===== src/rtl/alu_seq.sv =====
// Sequential ALU: one op per valid/ready handshake, registered result and flags.
// Keeps an internal carry for ADDC chains; shifts and MUL iterate in BUSY.
module alu_seq #(
  parameter int WIDTH = 8,
  parameter int SHW   = $clog2(WIDTH) + 1
) (
  input  logic             clk,
  input  logic             rst_n,
  input  logic             in_valid,
  output logic             in_ready,
  input  logic [3:0]       op,
  input  logic [WIDTH-1:0] a,
  input  logic [WIDTH-1:0] b,
  output logic             out_valid,
  input  logic             out_ready,
  output logic [WIDTH-1:0] result,
  output logic             cout,
  output logic             zero,
  output logic             neg,
  output logic             carry_q
);

  localparam logic [3:0] OP_ADD  = 4'd0;
  localparam logic [3:0] OP_ADDC = 4'd1;
  localparam logic [3:0] OP_SUB  = 4'd2;
  localparam logic [3:0] OP_SLL  = 4'd3;
  localparam logic [3:0] OP_SRA  = 4'd4;
  localparam logic [3:0] OP_AND  = 4'd5;
  localparam logic [3:0] OP_OR   = 4'd6;
  localparam logic [3:0] OP_NEG  = 4'd7;
  localparam logic [3:0] OP_MUL  = 4'd8;
  localparam logic [3:0] OP_CLRC = 4'd9;

  typedef enum logic [1:0] {
    S_IDLE,
    S_BUSY,
    S_DONE
  } state_t;

  state_t state_q, state_d;

  logic [3:0]         op_q, op_d;
  logic [WIDTH-1:0]   work_q, work_d;
  logic [2*WIDTH-1:0] prod_q, prod_d;
  logic [SHW-1:0]     cnt_q, cnt_d;
  logic               carry_d;
  logic [WIDTH-1:0]   result_q, result_d;
  logic               cout_q, cout_d;
  logic               zero_q, zero_d;
  logic               neg_q, neg_d;

  logic               accept;
  logic               is_shift;
  logic [SHW-1:0]     n_sat;
  logic [WIDTH:0]     add_sum;
  logic [WIDTH:0]     addc_sum;
  logic [WIDTH:0]     sub_diff;
  logic [WIDTH:0]     mul_sum;
  logic [2*WIDTH-1:0] prod_nxt;
  logic [WIDTH-1:0]   sll_nxt;
  logic [WIDTH-1:0]   sra_nxt;
  logic               load;
  logic [WIDTH-1:0]   res_val;
  logic               c_val;

  assign accept   = in_valid && in_ready;
  assign is_shift = (op == OP_SLL) || (op == OP_SRA);
  assign n_sat    = (32'(b) >= 32'(WIDTH)) ? SHW'(WIDTH) : SHW'(b);
  assign add_sum  = {1'b0, a} + {1'b0, b};
  assign addc_sum = add_sum + {{WIDTH{1'b0}}, carry_q};
  assign sub_diff = {1'b0, a} - {1'b0, b};
  assign sll_nxt  = {work_q[WIDTH-2:0], 1'b0};
  assign sra_nxt  = {work_q[WIDTH-1], work_q[WIDTH-1:1]};

  // Shift-add step: add multiplicand into the high half, then shift right.
  assign mul_sum  = {1'b0, prod_q[2*WIDTH-1:WIDTH]}
                  + (prod_q[0] ? {1'b0, work_q} : '0);
  assign prod_nxt = {mul_sum, prod_q[WIDTH-1:1]};

  always_ff @(posedge clk) begin
    if (!rst_n) state_q <= S_IDLE;
    else        state_q <= state_d;
  end

  always_comb begin
    state_d = state_q;
    unique case (state_q)
      S_IDLE: begin
        if (accept) begin
          if ((is_shift && n_sat != '0) || op == OP_MUL)
            state_d = S_BUSY;
          else
            state_d = S_DONE;
        end
      end
      S_BUSY: begin
        if (cnt_q == SHW'(1)) state_d = S_DONE;
      end
      S_DONE: begin
        if (out_ready) state_d = S_IDLE;
      end
      default: state_d = S_IDLE;
    endcase
  end

  always_comb begin
    in_ready  = (state_q == S_IDLE);
    out_valid = (state_q == S_DONE);
  end

  always_comb begin
    op_d     = op_q;
    work_d   = work_q;
    prod_d   = prod_q;
    cnt_d    = cnt_q;
    carry_d  = carry_q;
    load     = 1'b0;
    res_val  = '0;
    c_val    = 1'b0;
    if (state_q == S_IDLE && accept) begin
      op_d = op;
      unique case (1'b1)
        (op == OP_ADD): begin
          load    = 1'b1;
          res_val = add_sum[WIDTH-1:0];
          c_val   = add_sum[WIDTH];
          carry_d = add_sum[WIDTH];
        end
        (op == OP_ADDC): begin
          load    = 1'b1;
          res_val = addc_sum[WIDTH-1:0];
          c_val   = addc_sum[WIDTH];
          carry_d = addc_sum[WIDTH];
        end
        (op == OP_SUB): begin
          load    = 1'b1;
          res_val = sub_diff[WIDTH-1:0];
          c_val   = sub_diff[WIDTH];
          carry_d = sub_diff[WIDTH];
        end
        is_shift: begin
          if (n_sat == '0) begin
            load    = 1'b1;
            res_val = a;
          end else begin
            work_d = a;
            cnt_d  = n_sat;
          end
        end
        (op == OP_MUL): begin
          work_d = a;
          prod_d = {{WIDTH{1'b0}}, b};
          cnt_d  = SHW'(WIDTH);
        end
        (op == OP_AND): begin
          load    = 1'b1;
          res_val = a & b;
        end
        (op == OP_OR): begin
          load    = 1'b1;
          res_val = a | b;
        end
        (op == OP_NEG): begin
          load    = 1'b1;
          res_val = ~a;
        end
        (op == OP_CLRC): begin
          load    = 1'b1;
          carry_d = 1'b0;
        end
        default: begin
          load = 1'b1;
        end
      endcase
    end else if (state_q == S_BUSY) begin
      cnt_d = cnt_q - SHW'(1);
      unique case (1'b1)
        (op_q == OP_SLL): begin
          work_d  = sll_nxt;
          res_val = sll_nxt;
          c_val   = work_q[WIDTH-1];
        end
        (op_q == OP_SRA): begin
          work_d  = sra_nxt;
          res_val = sra_nxt;
          c_val   = work_q[0];
        end
        default: begin
          prod_d  = prod_nxt;
          res_val = prod_nxt[WIDTH-1:0];
          c_val   = |prod_nxt[2*WIDTH-1:WIDTH];
        end
      endcase
      load = (cnt_q == SHW'(1));
    end
  end

  always_comb begin
    result_d = result_q;
    cout_d   = cout_q;
    zero_d   = zero_q;
    neg_d    = neg_q;
    if (load) begin
      result_d = res_val;
      cout_d   = c_val;
      zero_d   = (res_val == '0);
      neg_d    = res_val[WIDTH-1];
    end
  end

  always_ff @(posedge clk) begin
    if (!rst_n) begin
      op_q     <= '0;
      work_q   <= '0;
      prod_q   <= '0;
      cnt_q    <= '0;
      carry_q  <= 1'b0;
      result_q <= '0;
      cout_q   <= 1'b0;
      zero_q   <= 1'b0;
      neg_q    <= 1'b0;
    end else begin
      op_q     <= op_d;
      work_q   <= work_d;
      prod_q   <= prod_d;
      cnt_q    <= cnt_d;
      carry_q  <= carry_d;
      result_q <= result_d;
      cout_q   <= cout_d;
      zero_q   <= zero_d;
      neg_q    <= neg_d;
    end
  end

  assign result = result_q;
  assign cout   = cout_q;
  assign zero   = zero_q;
  assign neg    = neg_q;

endmodule


===== config.mk =====
export PLATFORM = sky130hd
export DESIGN_NAME = alu_seq
export DESIGN_NICKNAME = d
export VERILOG_FILES = /design/src/rtl/alu_seq.sv
export SDC_FILE = /design/constraint.sdc
export NUM_CORES = 1
export LEC_CHECK = 0
export CAP_MARGIN = 40
export CORE_ASPECT_RATIO = 0.5
export CORE_MARGIN = 2
export CORE_UTILIZATION = 41
export DETAILED_ROUTE_END_ITERATION = 8
export GPL_TIMING_DRIVEN = 0
export SLEW_MARGIN = 15
export SYNTH_ARGS = -nofsm -noshare
export SYNTH_HDL_FRONTEND = slang
export SYNTH_SLANG_ARGS = --single-unit

===== constraint.sdc =====
create_clock -name clk -period 3.65 [get_ports clk]
set_clock_uncertainty 0.15 [all_clocks]
set_input_delay 0.5475 -clock clk [delete_from_list [all_inputs] [get_ports clk]]
set_output_delay 0.5475 -clock clk [all_outputs]
set_load 0.02 [all_outputs]

# ---- After elaboration in Yosys (flattened, before gate mapping)
# Index checks and enable logic that the tools add are counted.
dict set report totals {
  ff_bits 46
  in_bits 24
  wordCells 98
}
dict set report classes {
  n_reduce_logical 22
  eq_ne 22
  n_lt_le_gt_ge 1
  mux 34
  bitwise_logic 3
  addsub 5
}
# operator count
set ops {}
lappend ops {{16-bit 2-to-1 mux} 4}
lappend ops {{8-bit 2-to-1 mux} 7}
lappend ops {{8-bit one-hot mux with 7 select lines} 1}
lappend ops {{8-bit one-hot mux with 2 select lines} 3}
lappend ops {{4-bit by 3-bit equality test with 1-bit output, second input constant} 5}
lappend ops {{8-bit by 8-bit adder with 9-bit output} 2}
lappend ops {{4-bit 2-to-1 mux} 4}
lappend ops {{4-bit by 2-bit equality test with 1-bit output, second input constant} 3}
lappend ops {{9-bit by 1-bit adder with 9-bit output} 1}
lappend ops {{3-bit AND reduction} 3}
lappend ops {{8-bit by 8-bit subtractor with 9-bit output} 1}
lappend ops {{8-bit AND} 1}
lappend ops {{4-bit by 1-bit equality test with 1-bit output, second input constant} 2}
lappend ops {{4-bit equality test, second input constant} 2}
lappend ops {{8-bit by 4-bit >= comparator with 1-bit output, second input constant} 1}
lappend ops {{4-bit logical NOT} 2}
lappend ops {{8-bit logical NOT} 1}
lappend ops {{2-bit 2-to-1 mux} 4}
lappend ops {{8-bit inverter} 1}
lappend ops {{8-bit OR} 1}
lappend ops {{4-bit one-hot mux with 2 select lines} 1}
lappend ops {{4-bit nonzero test} 2}
lappend ops {{8-bit OR reduction} 1}
lappend ops {{2-bit by 1-bit inequality test with 1-bit output, second input constant} 3}
lappend ops {{19 further kinds} 31}

# ---- Logic depth before layout (Yosys ltp)
# Gate-level depths: netlist of run 1.
dict set report depth {
  ltp_word 8
  ltp_mapped 11
}

# ---- Least setup slack after synthesis of run 1
# OpenSTA, ideal clock, no wires.
dict set report synth_timing {
  kind {input to register}
  startpoint {input port a[0]}
  endpoint {register zero_q, in the netlist zero}
  t_required_ps 3412
  arrival_time_ps 2778
  path_slack_ps 634
  cell_stages 10
  setup_ps 88
  cell_sequence {ha_1 > fa_1 > a211oi_2 > o21ai_1 > nor4_2 > xnor3_1 > and2_1 > a311oi_2 > nand2_1 > o32ai_2}
}
dict set report synth_via {
  elab_chain_cells 5
  elab_cells_between_ends 10
}
# element line
set synth_lines {}
lappend synth_lines {{start: declaration} 12} ;# input logic [WIDTH-1:0] a,
lappend synth_lines {{8-bit by 8-bit adder with 9-bit output} 69} ;# assign add_sum = {1'b0, a} + {1'b0, b};
lappend synth_lines {{9-bit by 1-bit adder with 9-bit output} 70} ;# assign addc_sum = add_sum + {{WIDTH{1'b0}}, carry_q};
lappend synth_lines {{8-bit one-hot mux with 7 select lines (*)} 122} ;# unique case (1'b1)
lappend synth_lines {{8-bit 2-to-1 mux (*)} 120} ;# if (state_q == S_IDLE && accept) begin
lappend synth_lines {{8-bit logical NOT (*)} 206} ;# zero_d = (res_val == '0);
lappend synth_lines {{end signal: assignment} 230} ;# zero_q <= zero_d;
lappend synth_lines {{end: declaration} 49} ;# logic zero_q, zero_d;
# Mark *: on every way between the ends. The rest lies on a longest branch, timed or not.
# A chain may end at the register's enable or synchronous reset.

# ---- Worst setup path in the final report of run 1
dict set report layout_timing {
  startpoint {input port a[4]}
  endpoint {register zero_q, in the netlist zero}
}
# Same word-level chain as after synthesis.

==> results of run 1 <==
cell usage after synthesis (all sizes together) (10+ instances only):
library cell,number,area (sq um)
nor3,10,50.1
inv,27,101
nor2,48,183
o211ai,14,105
o21ai,26,134
and2,12,75.1
nand2,53,199
ha,36,450
a21oi,43,215
clkbuf,20,75.1
buf,11,66.3
dfxtp,45,901
xnor2,11,96.3
mux2i,18,180
o22ai,10,76.3
a22oi,16,120
a211oi,12,100
sequential cells by signal, indices dropped and copies added, names as in the netlist:
register,count
prod_q,16
state_q,2
zero,1
work_q,8
carry_q,1
result,8
cnt_q,4
cout,1
op_q,4
layout by cell type (no fill, tap or decap), drive strengths merged, types with 5 or more instances in the layout:
| master | synthesis | routed |
|---|---|---|
| nor3 | 10 | 10 |
| clkbuf | 20 | 24 |
| a211oi | 12 | 12 |
| nand2 | 53 | 53 |
| mux2i | 18 | 18 |
| xnor2 | 11 | 11 |
| nand3 | 9 | 9 |
| a21oi | 43 | 43 |
| a31oi | 6 | 6 |
| dfxtp | 45 | 45 |
| o21ai | 26 | 26 |
| nand2b | 6 | 6 |
| and2 | 12 | 12 |
| o22ai | 10 | 10 |
| xor2 | 7 | 7 |
| o211ai | 14 | 14 |
| nand4 | 5 | 5 |
| nor4 | 6 | 6 |
| nor2 | 48 | 48 |
| buf | 11 | 14 |
| o21bai | 7 | 7 |
| o21a | 6 | 6 |
| ha | 36 | 36 |
| o31ai | 5 | 5 |
| clkdlybuf4s50 | 0 | 31 |
| inv | 27 | 27 |
| a22oi | 16 | 16 |
| a21o | 5 | 5 |
worst paths after layout:
check,from,end,cells after the start
max,a[4],zero,11
min,prod_q[10],prod_q[10],2
max reg2reg,prod_q[0],cout,10
min reg2reg,prod_q[10],prod_q[10],2
worst reg2reg max path, stage by stage, from the launching register on:
cell and delay, ps:
dfxtp_1 370, and2_1 190, ha_1 220, fa_1 420, a21o_1 180, a21oi_1 190, nand2b_1 160, a21oi_1 90
o21a_1 180, o41ai_1 520, a31oi_1 140
power by group through the flow:
stage               clock network, W  logic (W)  registers (W)
CTS                         0.000439   0.000460       0.000538
floorplan                          0   0.000293       0.000555
finish                      0.000434   0.000473       0.000539
detailed placement                 0   0.000458       0.000549
global placement                   0   0.000456       0.000549
global route                0.000448   0.000517       0.000542
timing repair:
item                       in CTS  in global routing
setup endpoints to repair       3                  5
resized for setup               1                  8
pin swaps                       0                  2
setup buffers                   0                  1
cell type report:
| cell class | instances | share of cell area |
|---|---|---|
| Clock buffer | 5 | 0.0260 |
| Clock inverter | 1 | 0.00104 |
| Buffer | 30 | 0.0286 |
| Inverter | 28 | 0.0218 |
| Tap cell | 135 | 0.0350 |
| Multi-Input combinational cell | 425 | 0.621 |
| Sequential cell | 45 | 0.187 |
| Timing Repair Buffer | 39 | 0.0800 |
through the flow:
step                      utilization  instance area, sq um  std cells
after floorplan                     -                  4120        529
after global placement          0.484                  4650        700
after detailed placement        0.485                  4660        702
after CTS                       0.499                  4790        708
after global routing            0.502                  4820        708
final                           0.502                  4820        708
cells by family after synthesis:
logic type / after synthesis / share of synthesized area
muxes: 20 / 0.0492
adders and majority gates: 39 / 0.124
buffers and inverters: 59 / 0.0598
DFF: 45 / 0.219
and+or+nand+nor: 171 / 0.206
xor gates and xnor gates: 19 / 0.0455
AOI/OAI and AO/OA: 176 / 0.297
routing by layer:
metal  vias to the layer above  part of all wire  track usage
met1                      1965              0.50        0.374
li1                       2034                 -            -
met5                         -                 0            0
met2                       164              0.41        0.385
met4                         0             0.017       0.0610
met3                        24             0.069       0.0267
==> results.md, run 1 <==
- Status: finished clean
- Synth unique cells: 67
- Number of flops mapped to enable cells by yosys: 0
- GP Congestion: 0.937
- Logic pwr share: 0.327
- Later-pin clock latency in the skew report: 290 ps
- Pre-CTS WS: -384 ps
- Largest net degree at the start of global routing: 13
- CP Launch Type: input port
- Psw: 0.000496 W
- Clock sinks: 45
- Clock Pin Slew Worst Setup and Hold Paths: 60 ps
- Area of the multi-input gates: 2990 sq um
- Share of cells above drive strength 1: 0.0663
- #FFs+latches synth: 45
- CP arrival: 3530 ps
- Final period util: 0.950
- HPWL after DPL: 10400 microns
- Die area: 10900 sq um
- Crit-path max cell delay: 690 ps
- Delay-heaviest family, CP: buffers and inverters
- Worst endpoint required time: 3710 ps
- Worst-path maximum fanout: 8
- Setup TNS: 0 ps
- Hold buffer count at cts: 0
- Syn Nets: 592
- Setup ws final: 184 ps
- CTS Buf Count: 5
- Fin crit period: 3470 ps
- Hold slack: 326 ps
- Fill cell count: 966
- Total power: 0.00145 W
- Die X: 146 microns
- Leakage Power: 1.89 nW
- CP max stage cell: clkdlybuf4s50_1
- Clock root buffer master: clkbuf_16
- CP Capture Type: flip-flop
- Critical path cell sequence: clkdlybuf4s50_1 > inv_1 > ha_1 > clkbuf_1 > o21ba_2 > nor4_2 > xnor3_1 > and2_1 > a311oi_2 > nand2_1 > o32ai_2
- ANT cells: 0
- Total track usage: 0.249
- Pint: 0.000949 W
- Die Ht: 74.9 microns
- CTS tree: built
- Initial antenna violation count: 0
- Routed WL: 13300 microns
- Mapped Area: 4120 sq um
- Mapped Cells: 529
- Post-route ant nets: 0
- Routed vias/inst: 5.91
- Drc violations: 0
- R2R Setup Slk: 710 ps
- Final global-route overflow total: 0
- Fin. max-slew vios: 0
- Port bufs: 36
- Via count: 4187
- # rows: 25
- Final #Nets: 637
- Vias in the first global route: 3757
- RSZ-0062 raised after global routing: no
- DR WL/cell: 18.8 microns
- Maximum root-to-sink buffer count: 2
- Pwr dens: 300 nW/um^2
- H-tree depth: 2
- Layout overhead on the synthesized area: 16.9%
- Iter 0 DRT Violations: 382
- Max cap viols: 0
- Crit path buf inv count: 3
- Worst setup path category: in2reg
- Warnings, synthesis: 0
- Max-slew headroom: 0.461
- Core area: 9600 sq um
- FMAX: 289 MHz
- Clock power share: 0.300
- Ports: 38
- Post-Syn Area per Cell: 7.79 sq um
- Initial Util: 0.429
- First-pass GRT wire length: 21000 microns
- Sequential area share after synthesis: 0.219
- Post-synth ARST share: 0
- Pre-antenna DRT Iters: 5
- Register area: 901 sq um
- Worst min path class: reg2reg
- Sequential power share: 0.373
- Peak VDD IR: 179 uV
- Final Hold Vio Count: 0
- Top FF cell, synth: dfxtp_1
- Switching share of power: 0.343
- Slew @ Worst Pin: 801 ps
- Setup violations, final: 0
No activity file was read; power rests on OpenSTA's default activity.
==> run 2, diff against run 1 <==
--- a/config.mk
+++ b/config.mk
@@ -7,7 +7,7 @@
 export LEC_CHECK = 0
 export CAP_MARGIN = 40
 export CORE_ASPECT_RATIO = 0.5
-export CORE_MARGIN = 2
+export CORE_MARGIN = 4
 export CORE_UTILIZATION = 41
 export DETAILED_ROUTE_END_ITERATION = 8
 export GPL_TIMING_DRIVEN = 0
==> results.md, run 2 (same netlist as run 1, synthesis figures left out) <==
- Status: finished clean (unchanged)
- Max cap viols: 0 (unchanged)
- Worst-path maximum fanout: 8 (unchanged)
- Hold slack: 325 ps (was 326 ps)
- Crit-path max cell delay: 670 ps (was 690 ps)
- R2r startpoint: prod_q[0] (unchanged)
- Fin. max-slew vios: 0 (unchanged)
- Initial antenna violation count: 0 (unchanged)
- CP arrival: 3560 ps (was 3530 ps)
- Routed vias/inst: 5.80 (was 5.91)
- Peak VDD IR: 196 uV (was 179 uV)
- Setup violations, final: 0 (unchanged)
- Worst endpoint required time: 3700 ps (was 3710 ps)
- Share of cells above drive strength 1: 0.0677 (was 0.0663)
- GP Congestion: 0.899 (was 0.937)
- Max-slew headroom: 0.494 (was 0.461)
- Hold buffer count at cts: 0 (unchanged)
- CP Capture Type: flip-flop (unchanged)
- Clock Pin Slew Worst Setup and Hold Paths: 60 ps (about the same)
- Vias in the first global route: 4021 (was 3757)
- Pint: 0.000970 W (was 0.000949 W)
- Logic pwr share: 0.322 (was 0.327)
- Post-route ant nets: 0 (unchanged)
- Clock power share: 0.307 (was 0.300)
- CTS Buf Count: 5 (unchanged)
- Critical path cell sequence: clkdlybuf4s50_1 > inv_1 > ha_1 > clkbuf_1 > o21ba_2 > nor4_2 > xnor3_1 > and2_1 > a311oi_2 > nand2_1 > o32ai_2 (unchanged)
- Max reg flops: 16 (unchanged)
- Most common library cell in the layout ignoring fill and taps: nand2_1 (unchanged)
- Total track usage: 0.232 (was 0.249)
- Pre-CTS WS: -427 ps (was -384 ps)
- Switching share of power: 0.332 (was 0.343)
- Core area: 9600 sq um (unchanged)
- Port bufs: 36 (unchanged)
- Stages on the worst setup path: 11 (unchanged)
- R2R Setup Slk: 810 ps (was 710 ps)
- ANT cells: 0 (unchanged)
- CP Launch Type: input port (unchanged)
- Crit path buf inv count: 3 (unchanged)
- Iter 0 DRT Violations: 333 (was 382)
- Clock root buffer master: clkbuf_16 (unchanged)
- Sequential power share: 0.371 (was 0.373)
- Pwr dens: 300 nW/um^2 (about the same)
- Psw: 0.000482 W (was 0.000496 W)
- Final core occ: 0.504 (was 0.502)
- Later-pin clock latency in the skew report: 280 ps (was 290 ps)
- FMAX: 285 MHz (was 289 MHz)
- Final Hold Vio Count: 0 (unchanged)
- Capturing point of the worst reg2reg path: cout (unchanged)
- Setup ws final: 142 ps (was 184 ps)
- CTS tree: built (unchanged)
- DR WL/cell: 18.8 microns (about the same)
- Routed WL: 13400 microns (was 13300 microns)
- Top reg by flops: prod_q (unchanged)
- Die Ht: 78.9 microns (was 74.9 microns)
- Worst setup path category: in2reg (unchanged)
- Final #Nets: 639 (was 637)
- Most frequent cells in the layout: nand2_1, nor2_1, dfxtp_1 (unchanged)
- Setup TNS: 0 ps (unchanged)
- CP max stage cell: clkdlybuf4s50_1 (unchanged)
- Delay-heaviest family, CP: buffers and inverters (unchanged)
- Maximum root-to-sink buffer count: 2 (unchanged)
- Die X: 150 microns (was 146 microns)
- # rows: 25 (unchanged)
- Crit path from: a[4] (unchanged)
- Clock sinks: 45 (unchanged)
- Drc violations: 0 (unchanged)
- Ports: 38 (unchanged)
- R2R cell count: 10 (unchanged)
- Layout overhead on the synthesized area: 17.4% (was 16.9%)
- Final period util: 0.961 (was 0.950)
- Critical Path End: zero (unchanged)
- Die area: 11800 sq um (was 10900 sq um)
- Largest net degree at the start of global routing: 13 (unchanged)
- RSZ-0062 raised after global routing: no (unchanged)
- Slew @ Worst Pin: 748 ps (was 801 ps)
- H-tree depth: 2 (unchanged)
- Leakage Power: 1.90 nW (was 1.89 nW)
- WHS Path Cells: 2 (unchanged)
- Final global-route overflow total: 0 (unchanged)
- Fin crit period: 3510 ps (was 3470 ps)
- Total power: 0.00145 W (about the same)
- Initial Util: 0.429 (unchanged)
- Worst min path class: reg2reg (unchanged)
- Via count: 4125 (was 4187)
- Pre-antenna DRT Iters: 5 (unchanged)
- HPWL after DPL: 10500 microns (was 10400 microns)
- First-pass GRT wire length: 21700 microns (was 21000 microns)
==> run 2: cell types whose count changed in the layout (fill, tap and decap cells not counted), sizes merged <==
cell / delta
clkinv: -1
clkbuf: +3
clkdlybuf4s50: -1
clkdlybuf4s15: +1
dlygate4sd2: +1
==> run 2: tightest hold or removal path, cell delays in order, from the launching register on <==
cell	delay, ps
dfxtp_1	310
nand3_1	60
a21oi_1	60
==> run 2: how the worst min path moves through the flow <==
| stage | start | endpoint | slack, ps |
|---|---|---|---|
| after floorplan | prod_q[1] | prod_q[1] | 300 |
| after global placement | prod_q[14] | prod_q[14] | 310 |
| after detailed placement | prod_q[14] | prod_q[14] | 320 |
| after CTS | prod_q[14] | prod_q[14] | 330 |
| after global routing | prod_q[14] | prod_q[14] | 350 |
| final | prod_q[14] | prod_q[14] | 320 |
==> run 2: metrics by stage <==
step           area [sq um]  cells
5_1_grt                4840    711
3_3_place_gp           4650    700
4_1_cts                4820    711
2_1_floorplan          4120    529
3_5_place_dp           4670    703
6_report               4840    711
==> run 2: final cells by class <==
class                           count  area (sq um)
Inverter                           28           105
Tap cell                          135           169
Buffer                             31           141
Multi-Input combinational cell    425          2980
Sequential cell                    45           901
Fill cell                         974          4760
Clock buffer                        7           143
Timing Repair Buffer               40           397
==> run 2: what timing repair did <==
item | in CTS | in global routing
endpoints found under the setup margin | 3 | 4
resized for setup | 3 | 5
setup buffers | 1 | 0
pin swaps | 1 | 1
==> run 2: metal layers <==
metal,up-vias,track usage,wire length (microns),share of wire
li1,2039,-,-,-
met1,1912,0.343,6570,0.49
met2,153,0.352,5620,0.42
met3,21,0.0422,998,0.075
met4,0,0.0493,172,0.013
met5,-,0,0,0
==> run 2: power by group through the flow <==
stage | clock network, W | logic [W] | registers, W
global route | 0.000475 | 0.000513 | 0.000543
CTS | 0.000458 | 0.000463 | 0.000539
floorplan | 0 | 0.000293 | 0.000555
global placement | 0 | 0.000457 | 0.000549
finish | 0.000445 | 0.000468 | 0.000539
detailed placement | 0 | 0.000459 | 0.000550
==> run 3, diff against run 2 <==
--- a/config.mk
+++ b/config.mk
@@ -11,6 +11,7 @@
 export CORE_UTILIZATION = 41
 export DETAILED_ROUTE_END_ITERATION = 8
 export GPL_TIMING_DRIVEN = 0
+export MAX_ROUTING_LAYER = met4
 export SLEW_MARGIN = 15
 export SYNTH_ARGS = -nofsm -noshare
 export SYNTH_HDL_FRONTEND = slang
==> results.md, run 3 (same netlist as run 1, synthesis figures left out) <==
- Status: finished clean (unchanged)
- WL met3: 1010 microns (was 998 microns)
- Final period util: 0.966 (was 0.961)
- Later-pin clock latency in the skew report: 280 ps (about the same)
- Post-Route M1 WL: 6620 microns (was 6570 microns)
- H-tree depth: 2 (unchanged)
- Ports: 38 (unchanged)
- Die Ht: 78.9 microns (unchanged)
- Total power: 0.00146 W (was 0.00145 W)
- Final Hold Vio Count: 0 (unchanged)
- CP Capture Type: flip-flop (unchanged)
- Final Cell Area: 4840 sq um (unchanged)
- Crit path from: a[4] (unchanged)
- Switching share of power: 0.333 (was 0.332)
- DR WL/cell: 18.8 microns (about the same)
- Share of cells above drive strength 1: 0.0677 (unchanged)
- Maximum root-to-sink buffer count: 2 (unchanged)
- CP arrival: 3570 ps (was 3560 ps)
- Worst endpoint required time: 3700 ps (about the same)
- Worst setup path category: in2reg (unchanged)
- Top Layer Used: met4 (unchanged)
- CTS tree: built (unchanged)
- Hold buffer count at cts: 0 (unchanged)
- CTS Buf Count: 5 (unchanged)
- Worst-path maximum fanout: 8 (unchanged)
- Core area: 9600 sq um (unchanged)
- Setup violations, final: 0 (unchanged)
- Initial antenna violation count: 0 (unchanged)
- RSZ-0062 raised after global routing: no (unchanged)
- R2R Setup Slk: 820 ps (was 810 ps)
- R2r startpoint: prod_q[0] (unchanged)
- Clock sinks: 45 (unchanged)
- Clock Pin Slew Worst Setup and Hold Paths: 60 ps (about the same)
- Slew @ Worst Pin: 715 ps (was 748 ps)
- FMAX: 284 MHz (was 285 MHz)
- Fin crit period: 3520 ps (was 3510 ps)
- First-pass GRT wire length: 21700 microns (about the same)
- Vias in the first global route: 4019 (was 4021)
- Pint: 0.000970 W (about the same)
- Largest net degree at the start of global routing: 13 (unchanged)
- GP Congestion: 0.915 (was 0.899)
- Fill cell count: 974 (unchanged)
- Pwr dens: 301 nW/um^2 (was 300 nW/um^2)
- WHS Path Cells: 2 (unchanged)
- Register area: 901 sq um (unchanged)
- Most frequent cells in the layout: nand2_1, nor2_1, dfxtp_1 (unchanged)
- Initial Util: 0.429 (unchanged)
- Total track usage: 0.239 (was 0.232)
- Capturing point of the worst reg2reg path: cout (unchanged)
- Pre-antenna DRT Iters: 6 (was 5)
- Drc violations: 0 (unchanged)
- Post-route ant nets: 0 (unchanged)
- Area after DPL: 4670 sq um (unchanged)
- Sequential power share: 0.370 (was 0.371)
- Wire length on met2: 5570 microns (was 5620 microns)
- Fin. max-slew vios: 0 (unchanged)
- Clock root buffer master: clkbuf_16 (unchanged)
- Top reg by flops: prod_q (unchanged)
- Die area: 11800 sq um (unchanged)
- Peak VDD IR: 197 uV (was 196 uV)
- Logic pwr share: 0.322 (about the same)
- Max cap viols: 0 (unchanged)
- # rows: 25 (unchanged)
- HPWL after DPL: 10500 microns (unchanged)
- Max reg flops: 16 (unchanged)
- Area of the multi-input gates: 2980 sq um (unchanged)
- Max-slew headroom: 0.516 (was 0.494)
- Most common library cell in the layout ignoring fill and taps: nand2_1 (unchanged)
- Worst min path class: reg2reg (unchanged)
- R2R cell count: 10 (unchanged)
- Iter 0 DRT Violations: 333 (unchanged)
- Via count: 4163 (was 4125)
- Die X: 150 microns (unchanged)
- Port bufs: 36 (unchanged)
- ANT cells: 0 (unchanged)
- Layout overhead on the synthesized area: 17.4% (unchanged)
- Routed WL: 13400 microns (about the same)
- Leakage Power: 1.90 nW (unchanged)
- Final #Nets: 639 (unchanged)
- Critical Path End: zero (unchanged)
- Final global-route overflow total: 0 (unchanged)
- Psw: 0.000485 W (was 0.000482 W)
- Clock power share: 0.308 (was 0.307)
- CP Launch Type: input port (unchanged)
- Routed vias/inst: 5.86 (was 5.80)
[run 3: what timing repair did]
action | 4_1_cts | 5_1_grt
buffers inserted | 1 | 0
pin swaps | 1 | 1
gates resized for setup | 3 | 5
hold endpoints to repair | 0 | 0
endpoints found under the setup margin | 3 | 4
[run 3: worst min path at each step]
stage          startpoint    endpoint  slack, ps
2_1_floorplan   prod_q[1]   prod_q[1]        300
3_3_place_gp   prod_q[14]  prod_q[14]        310
3_5_place_dp   prod_q[14]  prod_q[14]        320
4_1_cts        prod_q[14]  prod_q[14]        330
5_1_grt        prod_q[14]  prod_q[14]        350
6_report       prod_q[14]  prod_q[14]        320
[run 3: power groups by stage]
stage | combinational (W) | clock, W | sequential, W
after global placement | 0.000457 | 0 | 0.000549
after CTS | 0.000463 | 0.000458 | 0.000539
after detailed placement | 0.000459 | 0 | 0.000550
after floorplan | 0.000293 | 0 | 0.000555
final | 0.000468 | 0.000448 | 0.000539
after global routing | 0.000513 | 0.000475 | 0.000543
[run 3: area by class of cell]
| cell class | instances | share of cell area |
|---|---|---|
| buffer | 31 | 0.0292 |
| inverter | 28 | 0.0217 |
| multi-input combinational | 425 | 0.616 |
| sequential | 45 | 0.186 |
| timing repair buffer | 40 | 0.0820 |
| tap | 135 | 0.0349 |
| clock buffer | 7 | 0.0295 |
[run 3: worst max-delay path: stages]
cell             delay, ps
clkdlybuf4s50_1        680
inv_1                  110
ha_1                   290
clkbuf_1               280
o21ba_2                230
nor4_2                 280
xnor3_1                300
and2_1                 180
a311oi_2               290
nand2_1                120
o32ai_2                240
[run 3: per-stage QoR]
step | cells | TNS [ps] | hold slack (ps) | utilization | worst slack [ps]
final | 711 | 0 | 324 | 0.504 | 126
after global routing | 711 | 0 | 352 | 0.504 | 2.09
after CTS | 711 | 0 | 326 | 0.502 | 22.5
after detailed placement | 703 | -1790 | 317 | 0.487 | -427
after global placement | 700 | -1750 | 313 | 0.484 | -378
after floorplan | 529 | 0 | 296 | - | 634
[run 3: metal layers]
metal	GRT usage	up-vias
met3	0.0405	17
li1	-	2032
met2	0.352	156
met1	0.344	1958
met5	-	-
met4	0.0493	0
